[config.mk]
export PLATFORM = sky130hd
export DESIGN_NAME = div_ctrl_flat
export DESIGN_NICKNAME = d
export VERILOG_FILES = /design/src/rtl/div_pkg.sv /design/src/rtl/div_ctrl_if.sv /design/src/rtl/div_core.sv /design/src/rtl/div_ctrl.sv /design/src/flat_wrapper.sv
export SDC_FILE = /design/constraint.sdc
export NUM_CORES = 1
export LEC_CHECK = 0
export ABC_AREA = 1
export CELL_PAD_IN_SITES_DETAIL_PLACEMENT = 1
export CELL_PAD_IN_SITES_GLOBAL_PLACEMENT = 1
export CORE_ASPECT_RATIO = 1.1
export CORE_MARGIN = 3
export CORE_UTILIZATION = 42
export CTS_BUF_LIST = sky130_fd_sc_hd__clkbuf_2 sky130_fd_sc_hd__clkbuf_4 sky130_fd_sc_hd__clkbuf_8
export DETAILED_ROUTE_END_ITERATION = 8
export PLACE_DENSITY = 0.82
export SLEW_MARGIN = 15
export SYNTH_ARGS = -nofsm -noshare
export SYNTH_HDL_FRONTEND = slang
export SYNTH_HIERARCHICAL = 1
export SYNTH_SLANG_ARGS = --single-unit
[constraint.sdc]
create_clock -name clk -period 2.95 [get_ports clk]
set_clock_uncertainty 0.15 [all_clocks]
set_input_delay 0.885 -clock clk [delete_from_list [all_inputs] [get_ports clk]]
set_output_delay 0.885 -clock clk [all_outputs]
set_load 0.01 [all_outputs]
[src/rtl/div_pkg.sv]
// Shared types and constants for the iterative divider controller.
// DIV_WIDTH is the default operand width; DIV_LAT is start-to-done latency in cycles.
package div_pkg;

    localparam int DIV_WIDTH  = 32;
    localparam int ITER_CNT_W = $clog2(DIV_WIDTH);
    localparam int DIV_LAT    = DIV_WIDTH + 2;

    typedef enum logic [1:0] {
        IDLE = 2'd0,
        PREP = 2'd1,
        RUN  = 2'd2,
        FIX  = 2'd3
    } state_t;

endpackage

[src/rtl/div_ctrl_if.sv]
// Request/result bundle between the control unit (master) and the divider (slave).
interface div_ctrl_if #(parameter int WIDTH = 32);

    logic             start;
    logic             op_signed;
    logic [WIDTH-1:0] dividend;
    logic [WIDTH-1:0] divisor;
    logic             busy;
    logic             done;
    logic [WIDTH-1:0] hi;
    logic [WIDTH-1:0] lo;
    logic             div_zero;

    modport master (
        output start, op_signed, dividend, divisor,
        input  busy, done, hi, lo, div_zero
    );

    modport slave (
        input  start, op_signed, dividend, divisor,
        output busy, done, hi, lo, div_zero
    );

endinterface

[src/rtl/div_core.sv]
// Unsigned restoring divide datapath: one subtract/restore/shift per step.
// After WIDTH steps, quotient and remainder hold the unsigned result.
module div_core #(
    parameter int WIDTH = 32
) (
    input  logic             clk,
    input  logic             reset,
    input  logic             load,
    input  logic             step,
    input  logic [WIDTH-1:0] dividend,
    input  logic [WIDTH-1:0] divisor,
    output logic [WIDTH-1:0] quotient,
    output logic [WIDTH-1:0] remainder
);

    logic [WIDTH-1:0] quo_reg;
    logic [WIDTH-1:0] rem_reg;
    logic [WIDTH-1:0] dvs_reg;
    logic [WIDTH:0]   shifted;
    logic [WIDTH:0]   diff;

    // The remainder stays below the divisor, so the shifted value and difference fit in WIDTH+1 bits.
    assign shifted = {rem_reg, quo_reg[WIDTH-1]};
    assign diff    = shifted - {1'b0, dvs_reg};

    always_ff @(posedge clk) begin
        if (reset) begin
            quo_reg <= '0;
            rem_reg <= '0;
            dvs_reg <= '0;
        end else if (load) begin
            quo_reg <= dividend;
            rem_reg <= '0;
            dvs_reg <= divisor;
        end else if (step) begin
            if (!diff[WIDTH]) begin
                rem_reg <= diff[WIDTH-1:0];
                quo_reg <= {quo_reg[WIDTH-2:0], 1'b1};
            end else begin
                rem_reg <= shifted[WIDTH-1:0];
                quo_reg <= {quo_reg[WIDTH-2:0], 1'b0};
            end
        end
    end

    assign quotient  = quo_reg;
    assign remainder = rem_reg;

endmodule

[src/rtl/div_ctrl.sv]
// DIV/DIVU sequencer: FSM, iteration counter, signed fix-up and HI/LO registers.
// Define DIV_FAST_ZERO_EN to let a zero dividend skip the RUN iterations.
module div_ctrl
    import div_pkg::*;
#(
    parameter int WIDTH           = DIV_WIDTH,
    parameter bit DIV_ZERO_STICKY = 1'b0
) (
    input  logic       clk,
    input  logic       reset,
    div_ctrl_if.slave  bus
);

    localparam int CNT_W = $clog2(WIDTH);

    state_t           state;
    state_t           state_nxt;
    logic [WIDTH-1:0] a_reg;
    logic [WIDTH-1:0] b_reg;
    logic             sgn_reg;
    logic             q_neg;
    logic             r_neg;
    logic [CNT_W-1:0] cnt;
    logic             accept;
    logic             zero_trap;
    logic             core_load;
    logic             core_step;
    logic [WIDTH-1:0] a_abs;
    logic [WIDTH-1:0] b_abs;
    logic [WIDTH-1:0] quotient;
    logic [WIDTH-1:0] remainder;
    logic [WIDTH-1:0] hi_reg;
    logic [WIDTH-1:0] lo_reg;
    logic             done_reg;
    logic             div_zero_reg;

    assign a_abs = (sgn_reg && a_reg[WIDTH-1]) ? -a_reg : a_reg;
    assign b_abs = (sgn_reg && b_reg[WIDTH-1]) ? -b_reg : b_reg;

    div_core #(.WIDTH(WIDTH)) u_core (
        .clk       (clk),
        .reset     (reset),
        .load      (core_load),
        .step      (core_step),
        .dividend  (a_abs),
        .divisor   (b_abs),
        .quotient  (quotient),
        .remainder (remainder)
    );

    always_ff @(posedge clk) begin
        if (reset) state <= IDLE;
        else       state <= state_nxt;
    end

    always_comb begin
        state_nxt = state;
        accept    = 1'b0;
        zero_trap = 1'b0;
        core_load = 1'b0;
        core_step = 1'b0;
        case (state)
            IDLE: begin
                if (bus.start) begin
                    if (bus.divisor == '0) begin
                        zero_trap = 1'b1;
                    end else begin
                        accept    = 1'b1;
                        state_nxt = PREP;
                    end
                end
            end
            PREP: begin
                core_load = 1'b1;
                state_nxt = RUN;
`ifdef DIV_FAST_ZERO_EN
                if (a_reg == '0) state_nxt = FIX;
`endif
            end
            RUN: begin
                core_step = 1'b1;
                if (cnt == CNT_W'(WIDTH - 1)) state_nxt = FIX;
            end
            FIX:     state_nxt = IDLE;
            default: state_nxt = IDLE;
        endcase
    end

    // Signs are resolved when the core loads; the fix-up undoes them on the way into HI/LO.
    always_ff @(posedge clk) begin
        if (reset) begin
            a_reg        <= '0;
            b_reg        <= '0;
            sgn_reg      <= 1'b0;
            q_neg        <= 1'b0;
            r_neg        <= 1'b0;
            cnt          <= '0;
            hi_reg       <= '0;
            lo_reg       <= '0;
            done_reg     <= 1'b0;
            div_zero_reg <= 1'b0;
        end else begin
            if (accept) begin
                a_reg   <= bus.dividend;
                b_reg   <= bus.divisor;
                sgn_reg <= bus.op_signed;
            end
            if (core_load) begin
                q_neg <= sgn_reg & (a_reg[WIDTH-1] ^ b_reg[WIDTH-1]);
                r_neg <= sgn_reg & a_reg[WIDTH-1];
                cnt   <= '0;
            end
            if (core_step) cnt <= cnt + CNT_W'(1);
            if (state == FIX) begin
                lo_reg <= q_neg ? -quotient : quotient;
                hi_reg <= r_neg ? -remainder : remainder;
            end
            done_reg <= (state == FIX);
            if (DIV_ZERO_STICKY) begin
                if (accept)         div_zero_reg <= 1'b0;
                else if (zero_trap) div_zero_reg <= 1'b1;
            end else begin
                div_zero_reg <= zero_trap;
            end
        end
    end

    assign bus.busy     = (state != IDLE);
    assign bus.done     = done_reg;
    assign bus.hi       = hi_reg;
    assign bus.lo       = lo_reg;
    assign bus.div_zero = div_zero_reg;

endmodule

[src/flat_wrapper.sv]
// flat-port wrapper written by rule: the top's interface ports become plain ports
module div_ctrl_flat import div_pkg::*;
#(
    parameter int WIDTH           = DIV_WIDTH,
    parameter bit DIV_ZERO_STICKY = 1'b0
)
  (clk, reset, bus_start, bus_op_signed, bus_dividend, bus_divisor, bus_busy, bus_done, bus_hi, bus_lo, bus_div_zero);
  div_ctrl_if #(.WIDTH(WIDTH)) bus_i ();
  input  logic clk;
  input  logic reset;
  input wire logic [$bits(bus_i.start)-1:0] bus_start;
  input wire logic [$bits(bus_i.op_signed)-1:0] bus_op_signed;
  input wire logic [$bits(bus_i.dividend)-1:0] bus_dividend;
  input wire logic [$bits(bus_i.divisor)-1:0] bus_divisor;
  output wire logic [$bits(bus_i.busy)-1:0] bus_busy;
  output wire logic [$bits(bus_i.done)-1:0] bus_done;
  output wire logic [$bits(bus_i.hi)-1:0] bus_hi;
  output wire logic [$bits(bus_i.lo)-1:0] bus_lo;
  output wire logic [$bits(bus_i.div_zero)-1:0] bus_div_zero;
  assign bus_i.start = bus_start;
  assign bus_i.op_signed = bus_op_signed;
  assign bus_i.dividend = bus_dividend;
  assign bus_i.divisor = bus_divisor;
  assign bus_busy = bus_i.busy;
  assign bus_done = bus_i.done;
  assign bus_hi = bus_i.hi;
  assign bus_lo = bus_i.lo;
  assign bus_div_zero = bus_i.div_zero;
  div_ctrl #(.WIDTH(WIDTH), .DIV_ZERO_STICKY(DIV_ZERO_STICKY)) u_core (.clk(clk), .reset(reset), .bus(bus_i));
endmodule
Word-level counts from Yosys, hierarchy flattened
Cells that the tools add are included.
{"block": "classes", "n_addsub": 6, "mul": 0, "div": 0, "order_cmp": 0, "eq_ne": 7, "shifts": 0, "muxes": 20, "bitwise": 5, "n_reduce_logical": 9}
{"cell": "2-to-1 mux 32 bit", "count": 7}
{"cell": "negator 32 bit", "count": 4}
{"cell": "subtractor 33 x 32 -> 33 bit", "count": 1}
{"cell": "zero test 32 bit", "count": 1}
{"cell": "2-to-1 mux 5 bit", "count": 2}
{"cell": "one-hot mux 2 bit (4 select lines)", "count": 1}
{"cell": "2-to-1 mux 1 bit", "count": 7}
{"cell": "2-to-1 mux 2 bit", "count": 3}
{"cell": "adder 5 x 1 -> 5 bit, second input constant", "count": 1}
{"cell": "equality test 5 bit, second input constant", "count": 1}
{"cell": "equality test 2 bit, second input constant", "count": 2}
{"cell": "inequality test 2 bit, second input constant", "count": 2}
{"cell": "nonzero test 2 bit", "count": 2}
{"cell": "AND reduction 3 bit", "count": 1}
{"cell": "OR reduction 3 bit", "count": 1}
{"cell": "AND 1 bit", "count": 2}
{"cell": "equality test 2 x 1 -> 1 bit, second input constant", "count": 1}
{"cell": "logical AND 1 bit", "count": 2}
{"cell": "zero test 2 bit", "count": 1}
{"cell": "inequality test 2 x 1 -> 1 bit, second input constant", "count": 1}
{"cell": "NOT 1 bit", "count": 2}
{"cell": "OR reduction 2 bit", "count": 1}
{"cell": "bitwise XOR 1 bit", "count": 1}
{"block": "word_totals", "reg_bits": 236, "latchBits": 0, "ram_bits": 0, "romBits": 0, "in_bits": 68, "output_inout_bits": 67, "word_cells": 61, "memories": 0}

Logic depth before layout (Yosys ltp)
Gate-level depths: netlist (run 1).
{"block": "logic_depth", "depth_word": 4, "depth_mapped": 19}

By module
Netlist (run 1), hierarchy kept.
{"module": "div_ctrl", "n_inst": 1, "cells_each": 1430, "area_each_um2": 8829.7, "seq_area_each_um2": 2802.7}
{"module": "div_core", "n_inst": 1, "cells_each": 1157, "area_each_um2": 6834.1, "seq_area_each_um2": 1921.8}

Worst setup path before layout (run 1)
OpenSTA, ideal clock, no wires.
{"block": "synth_path", "kind": "reg2reg", "startpoint": "register u_core.u_core.quo_reg[31] (netlist: u_core/u_core/quotient[31])", "endpoint": "register u_core.u_core.rem_reg[23] (netlist: u_core/u_core/remainder[23])", "arrival_time_ps": 2049, "setup_slack_ps": 617, "path_stages_with_launch": 19, "path_buffers": 1, "path_cell_list": "dfxtp_1 > inv_1 > ha_1 > fa_1 > inv_1 > nand2_1 > nand2_1 > nand3_1 > nand2_2 > nand2_1 > nand2_2 > nand2_2 > nand2_2 > nand2_2 > nand2_4 > clkbuf_8 > nand2_1 > nand3_1 > a21oi_1"}
{"block": "synth_between", "elab_chain_cells": 2}
{"element": "start, declared", "line_no": "div_core.sv:16", "rtl": "logic [WIDTH-1:0] quo_reg;"}
{"element": "start signal, assigned", "line_no": "div_core.sv:32", "rtl": "quo_reg <= dividend;"}
{"element": "start signal, assigned", "line_no": "div_core.sv:38", "rtl": "quo_reg <= {quo_reg[WIDTH-2:0], 1'b1};"}
{"element": "start signal, assigned", "line_no": "div_core.sv:41", "rtl": "quo_reg <= {quo_reg[WIDTH-2:0], 1'b0};"}
{"element": "subtractor 33 x 32 -> 33 bit", "line_no": "div_core.sv:24", "rtl": "assign diff = shifted - {1'b0, dvs_reg};"}
{"element": "2-to-1 mux 32 bit", "line_no": "div_core.sv:36", "rtl": "if (!diff[WIDTH]) begin"}
{"element": "end signal, assigned", "line_no": "div_core.sv:37", "rtl": "rem_reg <= diff[WIDTH-1:0];"}
{"element": "end signal, assigned", "line_no": "div_core.sv:40", "rtl": "rem_reg <= shifted[WIDTH-1:0];"}
{"element": "end, declared", "line_no": "div_core.sv:17", "rtl": "logic [WIDTH-1:0] rem_reg;"}
Every way passes these cells.
A chain may end at the register's enable or synchronous reset.

Worst setup path after layout (run 1)
{"block": "layout_path", "startpoint": "register u_core.div_zero_reg (netlist: u_core/bus.div_zero)", "endpoint": "output bus_div_zero"}
{"element": "start, declared", "line_no": "div_ctrl.sv:35", "rtl": "logic div_zero_reg;"}
{"element": "start signal, assigned", "line_no": "div_ctrl.sv:123", "rtl": "div_zero_reg <= zero_trap;"}
{"element": "end, declared", "line_no": "flat_wrapper.sv:19", "rtl": "output wire logic [$bits(bus_i.div_zero)-1:0] bus_div_zero;"}
No word-level cell between the ends.

==> impl_metrics.env, run 1 <==
export IMPL_fmax_mhz=359.7
export IMPL_syn_cell_area_mm2=0.01566
export IMPL_worstPathCellList="clkdlybuf4s50_1"
export IMPL_grt_use_total=0.2824
export IMPL_die_area_mm2=0.03965
export IMPL_hold_viol=0
export IMPL_antenna_found_initial=0
export IMPL_outcome="completed"
export IMPL_crit_required_ns=1.92
export IMPL_synth_edf_count=0
export IMPL_crit_fanout=1
export IMPL_drt_initial_drc_count=930
export IMPL_grt_max_degree=110
export IMPL_arrival_ns=1.75
export IMPL_cp_startpoint="u_core/bus.div_zero$_SDFF_PP0_"
export IMPL_ant_nets=0
export IMPL_die_h_um=208.5
export IMPL_rsz0062_at_grt="no"
export IMPL_tns_ns=0
export IMPL_setup_viol=0
export IMPL_num_nets_final=2852
export IMPL_grt_pass1_wl_mm=90.08
export IMPL_slew_headroom=0.5619
export IMPL_io_buffer_count=134
export IMPL_clkTransAtPathRegs_ns=0.06
export IMPL_dp_cells=3184
export IMPL_rrSetupSlack_ns=0.20
export IMPL_power_density_mw_per_mm2=1418
export IMPL_hp_class="reg -> reg"
export IMPL_fp_row_count=73
export IMPL_syn_nets=2698
export IMPL_drc=0
export IMPL_htree_levels=2
export IMPL_slowest_delay_ns=0.61
export IMPL_worst_ir_drop_vdd_v=0.0007683
export IMPL_reg2reg_from="u_core/u_core/quotient[31]$_SDFFE_PP0P_"
export IMPL_core_area_mm2=0.03644
export IMPL_vias=16950
export IMPL_wl_per_cell_um=17.45
export IMPL_initial_core_util=0.4298
export IMPL_synthArstFlopShare=0
export IMPL_hold_buffers=0
export IMPL_wl_mm=56.85
export IMPL_finalCoreUtilization=0.5123
export IMPL_cts_num_sinks=236
export IMPL_area_growth_pct=19.20
export IMPL_drv_slew=0
export IMPL_netlist_cell_type_count=52
export IMPL_critPathCaptureType="output port"
export IMPL_critPathLaunchType="flop"
export IMPL_period_needed_ns=2.780
export IMPL_netlist_instances=2587
export IMPL_grt_pass1_vias=17400
export IMPL_drive_above_1_share=0.07254
export IMPL_gr_total_overflow=0
export IMPL_root_buffer="clkbuf_8"
export IMPL_fin_crit_sh=0.9424
export IMPL_drt_vias_per_instance=5.201
export IMPL_slowest_stage="clkdlybuf4s50_1"
export IMPL_post_dp_hpwl_mm=44.83
export IMPL_tightest_slew_ns=0.6565
export IMPL_cts_buffers=42
export IMPL_hp_start="u_core/cnt[4]$_SDFFE_PP0P_"
export IMPL_cts_tree="yes"
export IMPL_fp_dieW_um=190.1
export IMPL_drv_cap=0
export IMPL_io_pins=135
export IMPL_critPathKind="reg -> out"
export IMPL_ys_ff_latch=236
export IMPL_clock_latency_ns=0.62
export IMPL_synthFlopType="dfxtp_1"
export IMPL_place_congestion=0.9338
export IMPL_antenna_cells=0
export IMPL_power_uw=26480
export IMPL_layout_cells_non_filler=3258
export IMPL_placed_cell_area_mm2=0.01775
export IMPL_cp_top_family="buffers and inverters"
export IMPL_seq_area_frac_synth=0.3016
export IMPL_p_leak_uw=0.009149
export IMPL_cts_path_max_buffers=3
export IMPL_synth_area_per_cell_um2=6.055
export IMPL_drt_pre_antenna_iters=5
export IMPL_crit_buf_inv=1
export IMPL_design_area_mm2=0.01867
export IMPL_yosys_warnings=6
[timing repair]
item                                    CTS  global route
endpoints found under the setup margin    1             1
resized for setup                         2             1
pin swaps                                 0             0
setup buffers                             0             0
[final timing paths]
check / endpoint / cells after the start
setup / recovery: bus_div_zero / 1
hold / removal: u_core/cnt[4]$_SDFFE_PP0P_ / 2
setup reg to reg: u_core/u_core/remainder[17]$_SDFFE_PP0P_ / 18
hold reg to reg: u_core/cnt[4]$_SDFFE_PP0P_ / 2
[metal layers]
| metal | up-vias | routed length, um | GRT usage |
|---|---|---|---|
| met3 | 125 | 1945 | 0.03421 |
| met4 | 0 | 2574 | 0.1326 |
| met5 | - | 0 | 0 |
| met1 | 8099 | 25020 | 0.3456 |
| li1 | 8398 | - | - |
| met2 | 324 | 27310 | 0.4916 |
[synth_stat cells (all sizes together), types with 7 or more instances]
master | n | area [um2]
xnor2 | 15 | 131.4
clkbuf | 55 | 236.5
nand2 | 746 | 2872
o21ai | 188 | 967.2
dfxtp | 236 | 4725
a21oi | 170 | 865.8
nor2 | 336 | 1321
o221ai | 16 | 140.1
buf | 37 | 256.5
o211ai | 10 | 75.07
ha | 42 | 525.5
and2 | 7 | 43.79
xor2 | 65 | 569.3
nand3 | 160 | 805.8
nor3 | 16 | 85.08
inv | 420 | 1577
a22oi | 9 | 67.56
nand4 | 27 | 168.9
[layout make-up]
class	count	area, um2
fillers	5010	17770
clock inverters	7	93.84
flip-flops and latches	236	4725
multi-input cells	1832	8846
clock buffers	67	828.3
inverters	425	1595
well taps	487	609.3
repair buffers	204	1974
[through the flow]
| step | worst slack [ns] | hold WS [ns] |
|---|---|---|
| after detailed placement | 0.06176 | 0.3174 |
| after CTS | 0.02656 | 0.3290 |
| after floorplan | 0.6173 | 0.2836 |
| after global routing | 0.02973 | 0.3556 |
| final | 0.1699 | 0.3282 |
| after global placement | 0.1757 | 0.3065 |
[kinds of logic after synthesis]
kind of cell             Yosys count  synth area share
AND/OR/NAND/NOR                 1305            0.3442
buffers and inverters            519            0.1344
AO/OA/AOI/OAI                    404            0.1402
flip-flops                       236            0.3016
XOR/XNOR                          80           0.04473
adder cells (fa/ha/maj)           43           0.03483
[cells in the final DEF (no fill, tap or decap), types with 3 or more instances in the layout]
master and instances:
a21oi_1 166, a21oi_2 4, a22oi_1 9, a31oi_1 3, and2_1 7, buf_12 9
buf_4 61, clkbuf_4 15, clkbuf_8 52, clkdlybuf4s50_1 133, clkinv_1 5, clkinv_2 3
dfxtp_1 236, ha_1 41, inv_1 411, inv_2 9, nand2_1 727, nand2_2 16
nand3_1 159, nand3b_1 5, nand4_1 27, nor2_1 322, nor2_2 9, nor2_4 5
nor3_1 15, o211ai_1 10, o21ai_0 178, o21ai_1 7, o221ai_1 16, xnor2_1 15
xor2_1 65
[power breakdown]
part / switching [uW] / internal (uW)
registers: 748 / 3980
logic: 12200 / 6150
clock network: 1450 / 1950
total: 14400 / 12100
No activity file was read; power rests on OpenSTA's default activity.
==> inputs of run 2 (changes only) <==
--- a/config.mk
+++ b/config.mk
@@ -6,6 +6,7 @@
 export NUM_CORES = 1
 export LEC_CHECK = 0
 export ABC_AREA = 1
+export CAP_MARGIN = 10
 export CELL_PAD_IN_SITES_DETAIL_PLACEMENT = 1
 export CELL_PAD_IN_SITES_GLOBAL_PLACEMENT = 1
 export CORE_ASPECT_RATIO = 1.1
==> results of run 2 <==
The final DEF is identical to that of run 1; final timing and power are the same.
==> inputs of run 3 (changes only) <==
--- a/config.mk
+++ b/config.mk
@@ -13,6 +13,7 @@
 export CORE_MARGIN = 3
 export CORE_UTILIZATION = 42
 export CTS_BUF_LIST = sky130_fd_sc_hd__clkbuf_2 sky130_fd_sc_hd__clkbuf_4 sky130_fd_sc_hd__clkbuf_8
+export CTS_CLUSTER_SIZE = 30
 export DETAILED_ROUTE_END_ITERATION = 8
 export PLACE_DENSITY = 0.82
 export SLEW_MARGIN = 15
==> results of run 3 <==
The final DEF is identical to that of run 1; final timing and power are the same.
